===== src/rtl/light_sequencer.sv =====
// Two-road traffic-light sequencer; phase durations come from an external parameter block.
// Define LIGHT_SEQ_FLASH_EN to add the flash_sync input and the flashing-yellow FL state.
module light_sequencer #(
    parameter int TICK_DIV = 1
) (
    input  logic       clk,
    input  logic       reset_sync,
    input  logic       sensor_sync,
`ifdef LIGHT_SEQ_FLASH_EN
    input  logic       flash_sync,
`endif
    input  logic [4:0] value,
    output logic [1:0] interval,
    output logic [2:0] main_light,
    output logic [2:0] side_light,
    output logic [2:0] phase
);

    localparam int PW = (TICK_DIV > 1) ? $clog2(TICK_DIV) : 1;

    typedef enum logic [2:0] {
        MG  = 3'd0,
        MGX = 3'd1,
        MY  = 3'd2,
        SG  = 3'd3,
        SGX = 3'd4,
        SY  = 3'd5
`ifdef LIGHT_SEQ_FLASH_EN
        , FL = 3'd6
`endif
    } state_t;

    state_t          state, nxt;
    logic [4:0]      cnt;
    logic            load_pend;
    logic [PW-1:0]   prescaler;
    logic            ps_wrap, expire, enter, in_fl;

    function automatic logic [2:0] main_of(input state_t s);
        case (s)
            MG, MGX:     main_of = 3'b001;
            SG, SGX, SY: main_of = 3'b100;
            default:     main_of = 3'b010;
        endcase
    endfunction

    function automatic logic [2:0] side_of(input state_t s);
        case (s)
            MG, MGX, MY: side_of = 3'b100;
            SG, SGX:     side_of = 3'b001;
            default:     side_of = 3'b010;
        endcase
    endfunction

    function automatic logic [1:0] interval_of(input state_t s);
        case (s)
            MG, SG:   interval_of = 2'b00;
            MGX, SGX: interval_of = 2'b01;
            default:  interval_of = 2'b10;
        endcase
    endfunction

`ifdef LIGHT_SEQ_FLASH_EN
    assign in_fl = (state == FL);
`else
    assign in_fl = 1'b0;
`endif

    assign phase = state;

    always_comb begin
        ps_wrap = (prescaler == PW'(TICK_DIV - 1));
        expire  = !load_pend && ps_wrap && (cnt == 5'd1);
        enter   = 1'b0;
        nxt     = MG;
`ifdef LIGHT_SEQ_FLASH_EN
        // Flash request beats a same-edge expiry.
        if (flash_sync) begin
            enter = (state != FL);
            nxt   = FL;
        end else if (state == FL) begin
            enter = 1'b1;
            nxt   = SY;
        end else
`endif
        begin
            case (state)
                MG:  begin enter = expire; nxt = sensor_sync ? MY : MGX; end
                MGX: begin enter = expire; nxt = MY;  end
                MY:  begin enter = expire; nxt = SG;  end
                SG:  begin enter = expire; nxt = sensor_sync ? SGX : SY; end
                SGX: begin enter = expire; nxt = SY;  end
                SY:  begin enter = expire; nxt = MG;  end
                default: begin enter = 1'b1; nxt = MG; end
            endcase
        end
    end

    always_ff @(posedge clk or posedge reset_sync) begin
        if (reset_sync) begin
            state      <= MG;
            interval   <= 2'b00;
            main_light <= 3'b001;
            side_light <= 3'b100;
            cnt        <= 5'd0;
            load_pend  <= 1'b1;
            prescaler  <= '0;
        end else if (enter) begin
            state      <= nxt;
            interval   <= interval_of(nxt);
            main_light <= main_of(nxt);
            side_light <= side_of(nxt);
            load_pend  <= 1'b1;
            prescaler  <= '0;
        end else if (in_fl) begin
            // FL has no countdown; the prescaler only paces the yellow blink.
            prescaler <= ps_wrap ? '0 : prescaler + PW'(1);
            if (ps_wrap) begin
                main_light <= main_light ^ 3'b010;
                side_light <= side_light ^ 3'b010;
            end
        end else if (load_pend) begin
            cnt       <= (value == 5'd0) ? 5'd1 : value;
            load_pend <= 1'b0;
            prescaler <= '0;
        end else begin
            prescaler <= ps_wrap ? '0 : prescaler + PW'(1);
            if (ps_wrap && cnt != 5'd0)
                cnt <= cnt - 5'd1;
        end
    end

endmodule


===== config.mk =====
export PLATFORM = sky130hd
export DESIGN_NAME = light_sequencer
export DESIGN_NICKNAME = d
export VERILOG_FILES = /design/src/rtl/light_sequencer.sv
export SDC_FILE = /design/constraint.sdc
export NUM_CORES = 1
export LEC_CHECK = 0
export CAP_MARGIN = 15
export CORE_ASPECT_RATIO = 1.2
export CORE_MARGIN = 4
export CORE_UTILIZATION = 40
export DETAILED_ROUTE_END_ITERATION = 7
export GPL_ROUTABILITY_DRIVEN = 0
export SLEW_MARGIN = 0
export SYNTH_ARGS = -nofsm -noshare
export SYNTH_HDL_FRONTEND = slang
export SYNTH_SLANG_ARGS = --single-unit

===== constraint.sdc =====
create_clock -name clk -period 1.9 [get_ports clk]
set_clock_uncertainty 0.15 [all_clocks]
set_input_delay 0.38 -clock clk [delete_from_list [all_inputs] [get_ports clk]]
set_output_delay 0.38 -clock clk [all_outputs]
set_load 0.02 [all_outputs]

==> flow_metrics.env, run 1 <==
export IMPL_cts_tree="built"
export IMPL_ctsHoldBuffers=0
export IMPL_cts_htree_levels=1
export IMPL_worstMarginPinSlew_ns=0.362
export IMPL_ff2ff_path_depth=4
export IMPL_initial_core_util_pct=41.9
export IMPL_rr_endpoint="cnt[0]"
export IMPL_antenna_cells=0
export IMPL_detail_route_antenna_nets=0
export IMPL_wl_per_cell_um=13.4
export IMPL_final_setup_tns_ns=0
export IMPL_finalCriticalPeriod_ns=1.82
export IMPL_endpoint_kind="primary output"
export IMPL_tritoncts_num_buffers=3
export IMPL_dp_hpwl_um=1700
export IMPL_final_cell_mix="clkdlybuf4s50_1, nor2_1, dfrtp_1"
export IMPL_ir_worst_vdd_uv=828
export IMPL_dieArea_mm2=0.00327
export IMPL_hold_violations=0
export IMPL_leakagePower_nw=0.541
export IMPL_final_common_cell="clkdlybuf4s50_1"
export IMPL_grt_pass1_vias=789
export IMPL_r2r_start="cnt[2]"
export IMPL_nNetsFinal=143
export IMPL_dr_pass1_iters=4
export IMPL_grt_overflow=0
export IMPL_track_usage_pct=14.6
export IMPL_cts_buffer_depth=2
export IMPL_crit_chain="clkdlybuf4s50_1"
export IMPL_synthTopCellsByArea="dfrtp_1, dfstp_2, nor2_1, ha_1, nand2_1"
export IMPL_drtIter0Drc=7
export IMPL_max_cap_viol_count=0
export IMPL_yosys_area_top_type_share_pct=36.2
export IMPL_cp_top_family="buffers and inverters"
export IMPL_max_clock_freq_ghz=0.551
export IMPL_drive_above_1_share_pct=18.3
export IMPL_slowest_delay_ns=0.61
export IMPL_clock_latency_ns=0.29
export IMPL_ys_ff_latch=17
export IMPL_fp_coreArea_mm2=0.00231
export IMPL_yosysUniqueCellTypes=38
export IMPL_arrival_ns=1.29
export IMPL_rrSetupSlack_ns=0.10
export IMPL_hold_class="in2async"
export IMPL_cts_root_buf="clkbuf_4"
export IMPL_die_width_um=52.9
export IMPL_status="finished, final reports clean"
export IMPL_seq_area_frac_synth_pct=44.4
export IMPL_crit_required_ns=1.37
export IMPL_power_density_mw_per_mm2=1640
export IMPL_fin_crit_sh_pct=95.6
export IMPL_wl_um=2170
export IMPL_netlist_instances=106
export IMPL_drv_slew=0
export IMPL_synth_top_area_cell="dfrtp_1"
export IMPL_std_cell_rows=19
export IMPL_rsz0062_at_grt="no"
export IMPL_yosys_warnings=0
export IMPL_remaining_drc_errors=0
export IMPL_relSlewSlack_pct=75.6
export IMPL_syn_area_um2=967
export IMPL_setup_viol=0
export IMPL_critPathLaunch="side_light[1]"
export IMPL_grt_max_degree=18
export IMPL_chipHeight_um=61.9
export IMPL_critPathMaxFanout=3
export IMPL_io_pins=19
export IMPL_synth_fp_nets=117
export IMPL_drt_vias_per_instance=5.47
export IMPL_io_buffers=18
export IMPL_path_buf_inv=1
export IMPL_start_kind="flop"
export IMPL_final_util_pct=54.5
export IMPL_syn_avg_cell_area_um2=9.12
export IMPL_path_clk_slew_ns=0.10
export IMPL_syn_to_final_growth_pct=29.9
export IMPL_via_count=886
export IMPL_cts_sinks=17
export IMPL_cp_slowest_cell="clkdlybuf4s50_1"
export IMPL_antenna_found_initial=0
export IMPL_grt_pass1_wl_um=3510
export IMPL_path_class="reg2out"
## timing repair
item                                   in CTS  in global routing
resized for setup                           2                  3
endpoints found under the hold margin       0                  0
buffers inserted                            0                  1
setup endpoints to repair                   2                 10
## layer usage
layer  vias to the layer above  GRT usage (%)  share of wire, %  wire length, um
li1                        428              -                 -                -
met1                       432           16.3                44              946
met2                        22           26.4                51             1100
met3                         4           2.86               4.4               96
met4                         0           7.66               1.4               30
met5                         -              0                 0                0
## final cells by class
| cell class | count | area (um2) |
|---|---|---|
| inverter | 6 | 22.5 |
| timing repair buffer | 27 | 248 |
| sequential | 17 | 430 |
| multi-input combinational | 77 | 489 |
| clock buffer | 3 | 22.5 |
| fill | 230 | 1050 |
| tap | 31 | 38.8 |
| clock inverter | 1 | 5.00 |
## worst max-delay path by stage
stage	endpoint	slack, ns	depth (start not counted)
floorplan	cnt[3]	0.22	4
global placement	phase[1]	0.12	5
detailed placement	interval[1]	0.1	5
CTS	phase[1]	0.003	1
global route	cnt[0]	0.006	6
finish	side_light[1]	0.08	1
## where the power goes
| group | switching [mW] | leakage [nW] | internal [mW] |
|---|---|---|---|
| clock network | 0.111 | 0.0177 | 0.0781 |
| registers | 0.168 | 0.198 | 0.559 |
| logic | 0.598 | 0.325 | 0.542 |
| total | 0.876 | 0.541 | 1.18 |
## Yosys cell counts
cell,instances
nor3b_2,1
mux2i_1,2
a211oi_1,1
o22ai_1,2
o21ai_4,1
a21oi_1,5
nand2_1,10
o22a_1,1
dfstp_2,3
nor3_1,4
nand3b_1,1
nand3_1,4
o21ai_0,7
and3_1,3
a311oi_2,1
dfrtp_1,14
nor4_1,2
a211oi_2,1
nor2b_1,1
a41oi_1,1
or3_2,1
a21o_1,1
nor2_1,13
a22oi_1,1
buf_2,2
ha_1,3
a32oi_1,1
a32o_1,1
a21boi_0,1
a31oi_1,1
and2_1,2
buf_6,1
inv_1,6
nand2b_1,1
o31ai_1,1
o211ai_1,1
clkbuf_1,3
or4_4,1
## through the flow
stage | hold WS, ns | total power, mW | instance area (um2) | worst slack (ns) | cells
floorplan | 0.154 | 1.44 | 967 | 0.216 | 106
global placement | 0.318 | 1.85 | 1210 | 0.116 | 157
detailed placement | 0.329 | 1.88 | 1210 | 0.0987 | 157
CTS | 0.242 | 2.06 | 1240 | 0.00338 | 161
global route | 0.254 | 2.24 | 1260 | 0.00649 | 162
finish | 0.236 | 2.06 | 1260 | 0.0843 | 162
## cell families (layout without fill, tap and decap cells)
kind of cell	after synthesis	count (layout)	share of synthesized area [%]
DFF	17	17	44.4
and+or+nand+nor	44	44	22.9
buffers and inverters	12	37	5.69
muxes	2	2	2.07
AOI/OAI and AO/OA	28	28	21.1
adders and majority gates	3	3	3.88
## flip-flops by register name, indices dropped and copies added, names as in the netlist
signal / cells
main_light: 3
phase: 3
interval: 2
cnt: 5
load_pend: 1
side_light: 3
## worst register-to-register path: stages, from the launching register on
cell	delay, ns
dfrtp_2	0.47
or4_4	0.58
o21ai_4	0.25
or3_2	0.16
nand3_1	0.07
Power figures use the tool's default switching activity.
==> run 2: changes to the inputs <==
==> constraint.sdc (replaced) <==
create_clock -name clk -period 1.9 [get_ports clk]
set_clock_uncertainty 0.15 [all_clocks]
set_input_delay 0.38 -clock clk [delete_from_list [all_inputs] [get_ports clk]]
set_output_delay 0.38 -clock clk [all_outputs]
set_load 0.005 [all_outputs]
==> flow_metrics.env, run 2 (synthesized netlist as in run 1, its figures left out) <==
export IMPL_start_kind="flop"
export IMPL_critPathLaunch="side_light[2]"
export IMPL_max_cap_viol_count=0
export IMPL_power_density_mw_per_mm2=1540
export IMPL_worstMarginPinSlew_ns=0.353
export IMPL_grtUsageMet1_pct=18.5
export IMPL_final_common_cell="clkdlybuf4s50_1"
export IMPL_fp_coreArea_mm2=0.00231
export IMPL_busiest_layer="met2"
export IMPL_track_usage_pct=15.6
export IMPL_grt_pass1_vias=835
export IMPL_die_width_um=52.9
export IMPL_cts_buffer_depth=2
export IMPL_io_buffers=18
export IMPL_dieArea_mm2=0.00327
export IMPL_antenna_cells=0
export IMPL_endpoint_kind="primary output"
export IMPL_syn_to_final_growth_pct=28.8
export IMPL_hold_class="in2async"
export IMPL_dp_hpwl_um=1640
export IMPL_regMostFlops="cnt"
export IMPL_hold_worst_slack_ns=0.284
export IMPL_ctsHoldBuffers=0
export IMPL_grt_pass1_wl_um=3680
export IMPL_antenna_found_initial=0
export IMPL_grt_max_degree=18
export IMPL_grt_use_met2_pct=27.1
export IMPL_std_cell_rows=19
export IMPL_path_class="reg2out"
export IMPL_drive_above_1_share_pct=17.8
export IMPL_status="finished, final reports clean"
export IMPL_slowest_delay_ns=0.54
export IMPL_relSlewSlack_pct=76.4
export IMPL_drv_slew=0
export IMPL_cts_sinks=17
export IMPL_setup_viol=0
export IMPL_clock_latency_ns=0.28
export IMPL_grt_overflow=0
export IMPL_arrival_ns=1.30
export IMPL_hold_violations=0
export IMPL_cts_tree="built"
export IMPL_ir_worst_vdd_uv=791
export IMPL_r2r_start="cnt[1]"
export IMPL_io_pins=19
export IMPL_cp_top_family="flip-flops"
export IMPL_critPathMaxFanout=2
export IMPL_tritoncts_num_buffers=3
export IMPL_crit_required_ns=1.37
export IMPL_finalCriticalPeriod_ns=1.83
export IMPL_remaining_drc_errors=0
export IMPL_dr_pass1_iters=4
export IMPL_leakagePower_nw=0.526
export IMPL_globalRouteMet3Util_pct=2.39
export IMPL_detail_route_antenna_nets=0
export IMPL_rr_endpoint="cnt[0]"
export IMPL_ff2ff_path_depth=6
export IMPL_path_clk_slew_ns=0.09
export IMPL_final_cell_mix="clkdlybuf4s50_1, nor2_1, dfrtp_1"
export IMPL_wl_um=2180
export IMPL_fin_crit_sh_pct=96.6
export IMPL_wl_per_cell_um=13.6
export IMPL_rsz0062_at_grt="no"
export IMPL_cp_slowest_cell="dfstp_2"
export IMPL_drtIter0Drc=14
export IMPL_nNetsFinal=141
export IMPL_final_setup_tns_ns=0
export IMPL_drt_vias_per_instance=5.33
export IMPL_cts_htree_levels=1
export IMPL_cts_root_buf="clkbuf_4"
export IMPL_via_count=852
export IMPL_path_buf_inv=1
export IMPL_rrSetupSlack_ns=0.13
export IMPL_crit_chain="clkdlybuf4s50_1"
export IMPL_largest_register_ffs=5
export IMPL_max_clock_freq_ghz=0.545
export IMPL_chipHeight_um=61.9
export IMPL_initial_core_util_pct=41.9
==> run 2: repair_timing <==
item / 4_1_cts / 5_1_grt
resized for setup: 0 / 5
buffers inserted: 0 / 0
setup endpoints to repair: 0 / 5
==> run 2: power by group <==
group | internal [mW] | switching [mW] | total, mW
Clock | 0.0814 | 0.105 | 0.186
Sequential | 0.561 | 0.189 | 0.750
Combinational | 0.541 | 0.444 | 0.985
==> run 2: worst max path at each step <==
| stage | end | slack [ns] | cells past startpoint |
|---|---|---|---|
| 3_5_place_dp | phase[1] | 0.09 | 5 |
| 4_1_cts | phase[0] | 0.003 | 1 |
| 6_report | side_light[2] | 0.07 | 1 |
| 2_1_floorplan | cnt[3] | 0.22 | 4 |
| 5_1_grt | cnt[0] | 0.008 | 6 |
| 3_3_place_gp | phase[1] | 0.09 | 5 |
==> run 2: cell type report <==
type,instances,area (um2)
multi-input cells,77,492
repair buffers,25,235
inverters,6,22.5
fillers,234,1060
well taps,31,38.8
clock buffers,4,26.3
flip-flops and latches,17,432
==> run 2: metal layers <==
layer  share of wire (%)  wire (um)  vias up
li1                    -          -      425
met1                  44        950      407
met2                  51       1120       16
met3                 4.1         89        4
met4                 1.1         24        0
met5                   0          0        -
==> run 2: per-stage QoR <==
stage	worst slack, ns	util [%]	instance area [um2]	total power, mW	instances
2_1_floorplan	0.216	-	967	1.31	106
3_3_place_gp	0.0896	52.3	1210	1.71	156
3_5_place_dp	0.0902	52.3	1210	1.73	156
4_1_cts	0.00339	53.4	1230	1.92	160
5_1_grt	0.00789	54.0	1250	2.12	160
6_report	0.0652	54.0	1250	1.92	160
==> run 2: tightest hold or removal path, stage by stage <==
cell             delay (ns)
clkdlybuf4s50_1        0.41
inv_1                  0.06
buf_4                  0.24
